<file path="config.mk">
export PLATFORM = sky130hd
export DESIGN_NAME = dmem_port_arbiter
export DESIGN_NICKNAME = d
export VERILOG_FILES = /design/src/rtl/dmem_port_arbiter.sv
export SDC_FILE = /design/constraint.sdc
export NUM_CORES = 1
export LEC_CHECK = 0
export ABC_AREA = 1
export CORE_MARGIN = 1.5
export CORE_UTILIZATION = 39
export DETAILED_ROUTE_END_ITERATION = 8
export PLACE_DENSITY = 0.86
export RECOVER_POWER = 50
export SLEW_MARGIN = 20
export SYNTH_ARGS = -nofsm -noshare
export SYNTH_HDL_FRONTEND = slang
export SYNTH_SLANG_ARGS = --single-unit
</file>
<file path="constraint.sdc">
create_clock -name clk -period 5.55 [get_ports clk]
set_input_delay 0.555 -clock clk [delete_from_list [all_inputs] [get_ports clk]]
set_output_delay 0.555 -clock clk [all_outputs]
set_load 0.005 [all_outputs]
</file>
<file path="src/rtl/dmem_port_arbiter.sv">
// dmem_port_arbiter: single data-memory port shared by store drain and load path, store priority with bounded load starvation
module dmem_port_arbiter #(
  parameter int STARVE_LIMIT = 4,
  parameter int TAG_W = 5
) (
  input  logic             clk,
  input  logic             rst,
  input  logic             flush,
  input  logic             st_req,
  input  logic [31:0]      st_addr,
  input  logic [3:0]       st_wmask,
  input  logic [31:0]      st_wdata,
  output logic             st_gnt,
  output logic             st_done,
  input  logic             ld_req,
  input  logic [31:0]      ld_addr,
  input  logic [3:0]       ld_rmask,
  input  logic [TAG_W-1:0] ld_tag,
  output logic             ld_gnt,
  output logic             ld_resp,
  output logic [31:0]      ld_rdata,
  output logic [TAG_W-1:0] ld_resp_tag,
  output logic             busy,
  output logic [31:0]      dmem_addr,
  output logic [3:0]       dmem_rmask,
  output logic [3:0]       dmem_wmask,
  output logic [31:0]      dmem_wdata,
  input  logic [31:0]      dmem_rdata,
  input  logic             dmem_resp
);
  localparam logic [1:0] IDLE = 2'd0;
  localparam logic [1:0] LOAD = 2'd1;
  localparam logic [1:0] STORE = 2'd2;
  localparam int CW = $clog2(STARVE_LIMIT + 1);
  localparam logic [CW-1:0] LIM = CW'(STARVE_LIMIT);
  logic [1:0] state;
  logic [CW-1:0] starve_cnt;
  logic drop;
  logic [TAG_W-1:0] tag_q;
  logic ld_elig, st_win, ld_win, resp_ok;
  always_comb begin
    ld_elig = ld_req && !flush;
    st_win = state == IDLE && st_req && (!ld_elig || starve_cnt < LIM);
    ld_win = state == IDLE && !st_win && ld_elig;
    resp_ok = state == LOAD && dmem_resp && !drop && !flush;
    st_gnt = st_win;
    ld_gnt = ld_win;
    st_done = state == STORE && dmem_resp;
    ld_resp = resp_ok;
    ld_rdata = resp_ok ? dmem_rdata : 32'd0;
    ld_resp_tag = resp_ok ? tag_q : '0;
    busy = state != IDLE;
  end
  always_ff @(posedge clk or posedge rst) begin
    if (rst) begin
      state <= IDLE;
      starve_cnt <= '0;
      drop <= 1'b0;
      tag_q <= '0;
      dmem_addr <= 32'd0;
      dmem_rmask <= 4'd0;
      dmem_wmask <= 4'd0;
      dmem_wdata <= 32'd0;
    end else begin
      starve_cnt <= (!ld_req || ld_win) ? '0 : (st_win && starve_cnt < LIM) ? starve_cnt + 1'b1 : starve_cnt;
      if (st_win) begin
        state <= STORE;
        dmem_addr <= st_addr;
        dmem_rmask <= 4'd0;
        dmem_wmask <= st_wmask;
        dmem_wdata <= st_wdata;
      end else if (ld_win) begin
        state <= LOAD;
        tag_q <= ld_tag;
        dmem_addr <= ld_addr;
        dmem_rmask <= ld_rmask;
        dmem_wmask <= 4'd0;
        dmem_wdata <= 32'd0;
      end else if (state != IDLE && dmem_resp) begin
        state <= IDLE;
        dmem_rmask <= 4'd0;
        dmem_wmask <= 4'd0;
      end
      drop <= state == LOAD && !dmem_resp && (drop || flush);
    end
  end
endmodule

</file>
==> out/results.tsv <==
stage	metric	value	unit
critical_path	CP required	4990	ps
timing	Max-slew headroom	46.4	%
min_path	sink of the worst hold path	tag_q[4]	
power_and_ir_drop	LEAKAGE	0.00327	uW
critical_path	crit end category	output pin	
layout	most common cell after layout, fill and taps aside	clkdlybuf4s50_1	
clock_tree	clock tree buffer depth	2	
clock_tree	Clock Sink Count	83	
grt	gr usage total	25.4	%
clock_tree	post_cts resized	0	
timing	Final Hold Fails	0	
clock_tree	# Post-CTS Setup Buffers	0	
critical_path	CP Launch Type	primary input	
outcome	outcome	finished clean	
clock_tree	CTS tree	built	
grt	vias in the first global route	4455	
critical_path	reg2reg setup slack	3180	ps
critical_path	Worst EP arrival	3410	ps
clock_tree	clock root buffer	clkbuf_8	
layout	area grow syn2layout	71.5	%
layout	Nets	881	
timing	fmax	0.252	GHz
logic_synthesis	syn_area_per_cell	8.10	um2
logic_synthesis	Synth Cell Area	3990	um2
min_path	hold crit path type	register to register	
clock_tree	Max H-tree Level	3	
timing	crit path time final	3970	ps
timing	Max Slew Vio Count	0	
timing	# setup viols final	0	
logic_synthesis	Syn Nets	640	
logic_synthesis	count of cell types in the netlist	20	
layout	Fillers	789	
detailed_routing	Post-Route WL	13600	um
timing	fin crit share	71.5	%
detailed_routing	Initial DRT Pass Iterations	5	
detailed_routing	drt wl/cell	15.7	um
floorplan	row count	36	
floorplan	Core ar.	9860	um2
power_and_ir_drop	pwr dens	414	nW/um2
power_and_ir_drop	peak supply drop	0.217	mV
clock_tree	total CTS buffers	9	
critical_path	Reg2Reg Depth	5	
grt	grt ovf	0	
floorplan	# IOs	261	
placed_design	post-DP HPWL	10000	um
run	max_cap viols	0	
detailed_routing	DR DRC count	0	
clock_tree	worst-skew pair later-pin latency	350	ps
floorplan	die extent in y	104	um
critical_path	crit path from	flush	
clock_tree	cts hold-fix bufs	0	
logic_synthesis	Synth Instances	492	
min_path	Hold Path Stages	2	
layout	share of cells above drive strength 1	4.34	%
timing	unrepaired setup endpoints after global routing	no	
critical_path	critical path class	primary input to output pin	
grt	initial antenna violation count	0	
placed_design	Port Buf Inserts	260	
clock_tree	clock transition at the registers of the reported paths	90	ps
power_and_ir_drop	Power Total	2830	uW
detailed_routing	Iteration-0 DRC Markers	267	
floorplan	Starting Density	40.4	%
layout	most frequent cells in the layout	clkdlybuf4s50_1 (202), nand3_1 (163), nand2_1 (99)	
detailed_routing	ANT nets after route	0	
layout	n_diodes	0	
detailed_routing	DR vias/cell	5.04	
timing	worst-margin pin slew	803	ps
critical_path	Worst Path Max Fanout	37	
detailed_routing	Vias	4392	
grt	first-pass GRT wire length	22300	um
logic_synthesis	sequential area share after synthesis	52.1	%
min_path	Worst Hold Launch	tag_q[4]	
critical_path	r2r endpoint	dmem_wdata[1]	
logic_synthesis	Ys Warns	0	
critical_path	Reg2Reg Launch Point	starve_cnt[2]	
floorplan	die area	10800	um2
timing	Setup TNS Final	0	ps
grt	largest net degree at the start of global routing	84	
placed_design	routability cong.	0.861	
logic_synthesis	Synth Register Bits	83	
timing	Clock Skew	13.3	ps
floorplan	Die W	104	um
==> final cells by class <==
type,instances,area (um2),area share [%]
clock buffer,9,124,1.81
inverter,51,193,2.82
timing repair buffer,263,2630,38.4
sequential,83,2080,30.4
tap,133,166,2.43
multi-input combinational,325,1520,22.3
clock inverter,7,128,1.87
==> registers in the layout, summed over array words and instances, names as in the netlist <==
register,cells
starve_cnt,3
state,2
tag_q,5
dmem_wdata,32
dmem_addr,32
dmem_rmask,4
dmem_wmask,4
drop,1
==> how the worst max path moves through the flow <==
stage                         to  cells after the start
global route              st_gnt                      6
detailed placement        st_gnt                      6
finish                    st_gnt                      6
CTS                       st_gnt                      6
floorplan           dmem_addr[0]                      1
global placement          st_gnt                      6
==> cell usage after synthesis (all sizes together) <==
library cell  count  area (um2)
inv              51         191
nor2             41         169
nor4              1        6.26
nand2           101         394
o21ai             6        30.0
nand3           167         863
dfrtp            83        2080
nand4             5        31.3
a21oi             3        15.0
ha                1        12.5
clkbuf            9        33.8
buf              24         164
==> metal layers <==
layer | wire length, um | global-route usage (%) | share of wire (%) | up-vias
li1 | - | - | - | 2078
met4 | 387 | 9.62 | 2.8 | 0
met1 | 5250 | 28.7 | 38 | 2086
met2 | 7070 | 45.6 | 52 | 202
met5 | 0 | 0 | 0 | -
met3 | 936 | 6.83 | 6.9 | 26
==> cells by family after synthesis <==
group                    Yosys count  share of synthesized area (%)
flip-flops                        83                           52.1
adder cells (fa/ha/maj)            1                          0.314
AND/OR/NAND/NOR                  315                           36.7
buffers and inverters             84                           9.76
AO/OA/AOI/OAI                      9                           1.13
==> worst max-delay path, stage by stage <==
cell             delay [ps]
clkdlybuf4s50_1         480
inv_1                    90
nand3_2                 500
nand3_4                 500
inv_2                   640
clkdlybuf4s50_1         620
==> per-stage QoR <==
stage / hold slack [ps] / cells / instance area (um2) / worst slack (ps) / utilization (%)
final: 489 / 871 / 6840 / 1580 / 69.3
after global routing: 512 / 871 / 6840 / 1400 / 69.3
after CTS: 490 / 871 / 6830 / 1590 / 69.3
after detailed placement: 472 / 855 / 6580 / 1590 / 66.7
after global placement: 463 / 855 / 6580 / 1680 / 66.7
after floorplan: 449 / 492 / 3990 / 2860 / -
==> report_power, final <==
group          internal (uW)  switching (uW)
sequential               868             151
combinational            656             615
clock                    307             235
total                   1830            1000
(Power assumes the default switching activity.)
